**config.mk**
```make
export PLATFORM = sky130hd
export DESIGN_NAME = pipelined_cond_control_unit
export DESIGN_NICKNAME = d
export VERILOG_FILES = /design/src/rtl/pipelined_cond_control_unit.sv
export SDC_FILE = /design/constraint.sdc
export NUM_CORES = 1
export LEC_CHECK = 0
export ABC_AREA = 1
export CORE_MARGIN = 4
export CORE_UTILIZATION = 45
export CTS_CLUSTER_DIAMETER = 50
export CTS_CLUSTER_SIZE = 8
export DETAILED_ROUTE_END_ITERATION = 16
export PLACE_DENSITY = 0.86
export SYNTH_ARGS = -nofsm -noshare
export SYNTH_HDL_FRONTEND = slang
export SYNTH_SLANG_ARGS = --single-unit
export TNS_END_PERCENT = 50
```
**constraint.sdc**
```tcl
create_clock -name clk -period 2.03 [get_ports clk]
set_input_delay 0.609 -clock clk [delete_from_list [all_inputs] [get_ports clk]]
set_output_delay 0.609 -clock clk [all_outputs]
set_load 0.05 [all_outputs]
```
**src/rtl/pipelined_cond_control_unit.sv**
```systemverilog
// Pipelined control unit: decodes in D, carries controls through ID/EX and EX/MEM
// registers, and gates writes in E with ARM condition codes against the NZCV register.
module pipelined_cond_control_unit #(
    parameter int         ALUCTRL_W = 3,
    parameter bit         EXT_ALU   = 1'b1,
    parameter logic [3:0] PC_REG    = 4'd15
) (
    input  logic                 clk,
    input  logic                 rst_n,
    input  logic [1:0]           OpD,
    input  logic [5:0]           FunctD,
    input  logic [3:0]           CondD,
    input  logic [3:0]           RdD,
    input  logic [3:0]           ALUFlags,
    input  logic                 StallE,
    input  logic                 FlushE,
    output logic [1:0]           RegSrcD,
    output logic [1:0]           ImmSrcD,
    output logic                 ALUSrcE,
    output logic [ALUCTRL_W-1:0] ALUControlE,
    output logic                 MemtoRegM,
    output logic                 RegWriteM,
    output logic                 MemWriteM,
    output logic                 PCSrcM,
    output logic                 BranchTakenE,
    output logic                 CondExE,
    output logic                 IllegalE,
    output logic [3:0]           Flags
);

    typedef struct packed {
        logic       alu_src;
        logic [2:0] alu_ctrl;
        logic       mem_to_reg;
        logic       reg_write;
        logic       mem_write;
        logic       branch;
        logic       flags_write;
        logic       illegal;
        logic [3:0] cond;
        logic [3:0] rd;
    } ctrl_e_t;

    typedef struct packed {
        logic mem_to_reg;
        logic reg_write;
        logic mem_write;
        logic pc_src;
    } ctrl_m_t;

    // A bubble carries cond 1111, which never passes, so it can never write anything.
    localparam ctrl_e_t E_BUBBLE = '{cond: 4'b1111, default: '0};

    ctrl_e_t    dec_d, e_d, e_q;
    ctrl_m_t    m_d, m_q;
    logic [3:0] flags_d, flags_q;
    logic [1:0] reg_src_d, imm_src_d;
    logic [2:0] dp_alu;
    logic       dp_known, dp_compare;
    logic       cond_ex, pc_src_e;

    // Data-processing cmd decode; EOR/TST/CMN exist only with EXT_ALU.
    always_comb begin
        // NOTE: every always_comb output gets a default first so no path infers a latch.
        dp_alu     = 3'b000;
        dp_known   = 1'b1;
        dp_compare = 1'b0;
        unique case (FunctD[4:1])
            4'b0100: dp_alu = 3'b000;
            4'b0010: dp_alu = 3'b001;
            4'b0000: dp_alu = 3'b010;
            4'b1100: dp_alu = 3'b011;
            4'b1101: dp_alu = 3'b100;
            4'b1010: begin dp_alu = 3'b001; dp_compare = 1'b1; end
            4'b0001: begin dp_alu = 3'b101; dp_known = EXT_ALU; end
            4'b1000: begin dp_alu = 3'b010; dp_compare = 1'b1; dp_known = EXT_ALU; end
            4'b1011: begin dp_alu = 3'b000; dp_compare = 1'b1; dp_known = EXT_ALU; end
            default: dp_known = 1'b0;
        endcase
    end

    always_comb begin
        dec_d      = '0;
        dec_d.cond = CondD;
        dec_d.rd   = RdD;
        reg_src_d  = 2'b00;
        imm_src_d  = 2'b00;
        unique case (OpD)
            2'b00: begin
                if (dp_known) begin
                    dec_d.alu_src     = FunctD[5];
                    dec_d.alu_ctrl    = dp_alu;
                    dec_d.reg_write   = !dp_compare;
                    dec_d.flags_write = FunctD[0] | dp_compare;
                end else begin
                    dec_d.illegal = 1'b1;
                end
            end
            2'b01: begin
                dec_d.alu_src = 1'b1;
                imm_src_d     = 2'b01;
                if (FunctD[0]) begin
                    dec_d.mem_to_reg = 1'b1;
                    dec_d.reg_write  = 1'b1;
                end else begin
                    reg_src_d       = 2'b10;
                    dec_d.mem_write = 1'b1;
                end
            end
            2'b10: begin
                reg_src_d      = 2'b01;
                imm_src_d      = 2'b10;
                dec_d.alu_src  = 1'b1;
                dec_d.branch   = 1'b1;
            end
            default: dec_d.illegal = 1'b1;
        endcase
    end

    always_comb begin
        logic n, z, c, v;
        {n, z, c, v} = flags_q;
        unique case (e_q.cond)
            4'b0000: cond_ex = z;
            4'b0001: cond_ex = !z;
            4'b0010: cond_ex = c;
            4'b0011: cond_ex = !c;
            4'b0100: cond_ex = n;
            4'b0101: cond_ex = !n;
            4'b0110: cond_ex = v;
            4'b0111: cond_ex = !v;
            4'b1000: cond_ex = c & !z;
            4'b1001: cond_ex = !c | z;
            4'b1010: cond_ex = (n == v);
            4'b1011: cond_ex = (n != v);
            4'b1100: cond_ex = !z & (n == v);
            4'b1101: cond_ex = z | (n != v);
            4'b1110: cond_ex = 1'b1;
            default: cond_ex = 1'b0;
        endcase
    end

    assign pc_src_e = cond_ex & (e_q.branch | (e_q.reg_write & (e_q.rd == PC_REG)));

    always_comb begin
        e_d = e_q;
        if (FlushE)
            e_d = E_BUBBLE;
        else if (!StallE)
            e_d = dec_d;

        m_d = '0;
        if (!StallE)
            m_d = '{mem_to_reg: e_q.mem_to_reg,
                    reg_write:  e_q.reg_write & cond_ex,
                    mem_write:  e_q.mem_write & cond_ex,
                    pc_src:     pc_src_e};

        flags_d = flags_q;
        if (e_q.flags_write && cond_ex && !StallE)
            flags_d = ALUFlags;
    end

    // NOTE: state registers use non-blocking assignment so every flop samples pre-edge values.
    always_ff @(posedge clk) begin
        if (!rst_n) begin
            e_q     <= E_BUBBLE;
            m_q     <= '0;
            flags_q <= '0;
        end else begin
            e_q     <= e_d;
            m_q     <= m_d;
            flags_q <= flags_d;
        end
    end

    assign RegSrcD      = reg_src_d;
    assign ImmSrcD      = imm_src_d;
    assign ALUSrcE      = e_q.alu_src;
    assign ALUControlE  = ALUCTRL_W'(e_q.alu_ctrl);
    assign BranchTakenE = e_q.branch & cond_ex;
    assign CondExE      = cond_ex;
    assign IllegalE     = e_q.illegal;
    assign MemtoRegM    = m_q.mem_to_reg;
    assign RegWriteM    = m_q.reg_write;
    assign MemWriteM    = m_q.mem_write;
    assign PCSrcM       = m_q.pc_src;
    assign Flags        = flags_q;

endmodule

```
==> metrics.md <==
| Metric | Value |
|---|---|
| Cell variety after synth | 24 |
| Sequential area share after synthesis | 0.371 |
| IO Pins | 43 |
| Slew HR | 0.726 |
| Leakage | 0.965 nW |
| DR vias/cell | 4.86 |
| Measured slew at the worst slew-check pin | 0.411 ns |
| Hold-fix buffers at CTS | 0 |
| Share of layout cells above drive strength 1 | 0.331 |
| FF-to-FF Start | Flags[0]$_SDFFE_PN0P_ |
| Detailed Place HPWL | between 2000 and 3000 um |
| Delay-heaviest family, CP | simple AND/OR/NAND/NOR gates |
| Finished Core Util | 0.759 |
| CTS Sinks | 26 |
| First-pass GRT wire length | ~5500 um |
| PortBufs | 42 |
| Die W | about 64 um |
| Post-Synthesis Cells | between 200 and 250 |
| Hold Path Class | reg -> reg |
| Area contributors post-synth | dfxtp_1 (37%), nand2_1 (14%), nand3_1 (7.9%) |
| CTS Root Buffer Type | clkbuf_4 |
| Fin. Hold Viols | 0 |
| Final worst-path cycle share | 1.06 |
| Slew Limit Fails | 0 |
| CTS Buffer Depth | 2 |
| CP max FO | 7 |
| Mean Syn Cell Area | ~6.7 sq um |
| CTS tree | built |
| Clock Latency Late Sink | approximately 0.32 ns |
| Worst path max stage delay | 0.44 ns |
| Yosys reg bits | 26 |
| # diodes | 0 |
| Final WS setup | -0.127 ns |
| Power consumption | 1.06 mW |
| Most frequent cells in the layout | nand2_1 (48), buf_4 (38), nand3_1 (21) |
| Critical Path RT | 1.42 ns |
| WL final | 3460 um |
| Largest net degree at the start of global routing | 17 |
| Crit path top cell by count | nand2_2 |
| Crit-path cells | inv_4 > nor2_4 > nand3_2 > nand2_2 > nand2_2 > nand2_2 > nor2_4 > a21oi_4 > buf_12 |
| Max-Cap Viols | 0 |
| Core area | ~0.0029 sq mm |
| Antenna viol nets, final | 0 |
| CP endpoint kind | primary output |
| Run status | finished, violations left |
| H-tree levels | 1 |
| F_max | 464 MHz |
| Critical setup path kind | reg -> out |
| Maximum vdd drop | approximately 330 uV |
| GRT Util Overall | 0.167 |
| 1st-iter DRT viols | 74 |
| Synth Warn # | 0 |
| Via count | 1526 |
| RSZ-0062 raised after global routing | true |
| Layout area overhead | 55.7% |
| Worst hold start | e_q[13]$_SDFFE_PP0N_ |
| Routability cong. | 0.880 |
| Mapped Nets | between 200 and 250 |
| DR pass1 iterations | 4 |
| Crit path launch type | flop |
| Nets@finish | about 300 |
| Failing checks | setup timing |
| Top-area cell type share of the netlist area | 0.371 |
| Initial Utilization | 0.487 |
| Post-route DRC violation count | 0 |
| Die Height | ~64 um |
| CP Launch Point | e_q[5]$_SDFFE_PP1N_ |
| Most common cell after layout, fill and taps aside | nand2_1 |
| Initial antenna violation count | 0 |
| Full die area | 0.00407 sq mm |
| Critical path buffer and inverter count | 2 |
| Post-synth top area cell | dfxtp_1 |
| # setup viols final | 2 |
| Period minus WS final | about 2.2 ns |
| Grt total ovfl | 0 |
| Mean routed wirelength per cell | 11.0 um |
| Synth Cell Area | 0.00140 sq mm |
| Rows | 19 |
| Critical path arrival | around 1.6 ns |
| Crit-path slowest cell | dfxtp_4 |
| PD cells | about 490 mW/mm^2 |
| Clk_skew | roughly 0.0063 ns |
| Vias in the first global route | around 1400 |
| CTS clk-pin slew, worst paths | about 0.14 ns |
| CTS Buf Count | 3 |
==> synth_stat cells <==
library cell,count
dfxtp_1,26
buf_6,1
nor3_1,3
ha_1,5
nand2_2,2
inv_1,25
a21oi_1,18
a21oi_2,1
nand3_1,22
clkinv_2,1
nand4_1,2
buf_4,6
clkinv_1,1
nor2_2,5
o211ai_1,4
a211oi_1,1
inv_2,3
or2_2,1
clkbuf_1,2
nor2_1,21
o21ai_0,5
o21ai_1,1
nand2_1,53
o311ai_0,1
==> registers in the layout, summed over array words and instances, names as in the netlist <==
name,flops
e_q,13
MemtoRegM,1
ALUControlE,3
ALUSrcE,1
RegWriteM,1
PCSrcM,1
Flags,4
MemWriteM,1
IllegalE,1
==> layout make-up <==
cell class	instances	area, sq um
multi-input combinational	145	810
sequential	26	539
inverter	30	116
fill	212	694
clock buffer	4	36.3
tap	42	52.6
timing repair buffer	67	628
==> worst min-delay path, stage by stage (launching register included) <==
cell,delay [ns]
dfxtp_1,0.33
inv_1,0.06
nor2_1,0.04
==> cell families (layout without fill, tap and decap cells) <==
kind of cell | after synthesis | count (layout) | synth area share
DFF | 26 | 26 | 0.371
and+or+nand+nor | 109 | 109 | 0.332
buffers and inverters | 39 | 101 | 0.127
adders and majority gates | 5 | 5 | 0.0446
AOI/OAI and AO/OA | 31 | 31 | 0.125
==> metal layers <==
layer	wire length, um	part of all wire	vias to the layer above	GRT usage
li1	-	-	792	-
met3	258	0.075	13	0.0630
met2	1690	0.49	53	0.292
met5	0	0	-	0
met4	106	0.031	0	0.0728
met1	1410	0.41	668	0.179
==> through the flow <==
step / cells / area, sq um / hold slack (ns) / TNS (ns) / setup slack, ns
floorplan: 210 / 1420 / 0.415 / -0.174 / -0.0952
global placement: 309 / 2030 / 0.425 / -1.16 / -0.346
detailed placement: 309 / 2030 / 0.435 / -1.28 / -0.410
CTS: 313 / 2120 / 0.456 / -0.295 / -0.122
global route: 314 / 2180 / 0.476 / -0.427 / -0.216
finish: 314 / 2180 / 0.453 / -0.229 / -0.127
==> report_power, final <==
part	internal (mW)	leakage (nW)	switching, mW
Clock	0.110	0.0210	0.149
Combinational	0.135	0.731	0.140
Sequential	0.519	0.213	0.0114
Total	0.763	0.965	0.300
==> final timing paths <==
check | depth (start not counted) | slack, ns | endpoint
hold / removal | 2 | 0.45 | MemtoRegM$_SDFF_PP0_
hold reg to reg | 2 | 0.45 | MemtoRegM$_SDFF_PP0_
setup reg to reg | 9 | 0.53 | Flags[2]$_SDFFE_PN0P_
setup / recovery | 9 | -0.13 | BranchTakenE
==> repair_timing <==
action / in CTS / in global routing
pin swaps: 4 / 8
setup buffers: 0 / 1
setup endpoints to repair: 6 / 6
resized for setup: 25 / 20
Power figures use the tool's default switching activity.
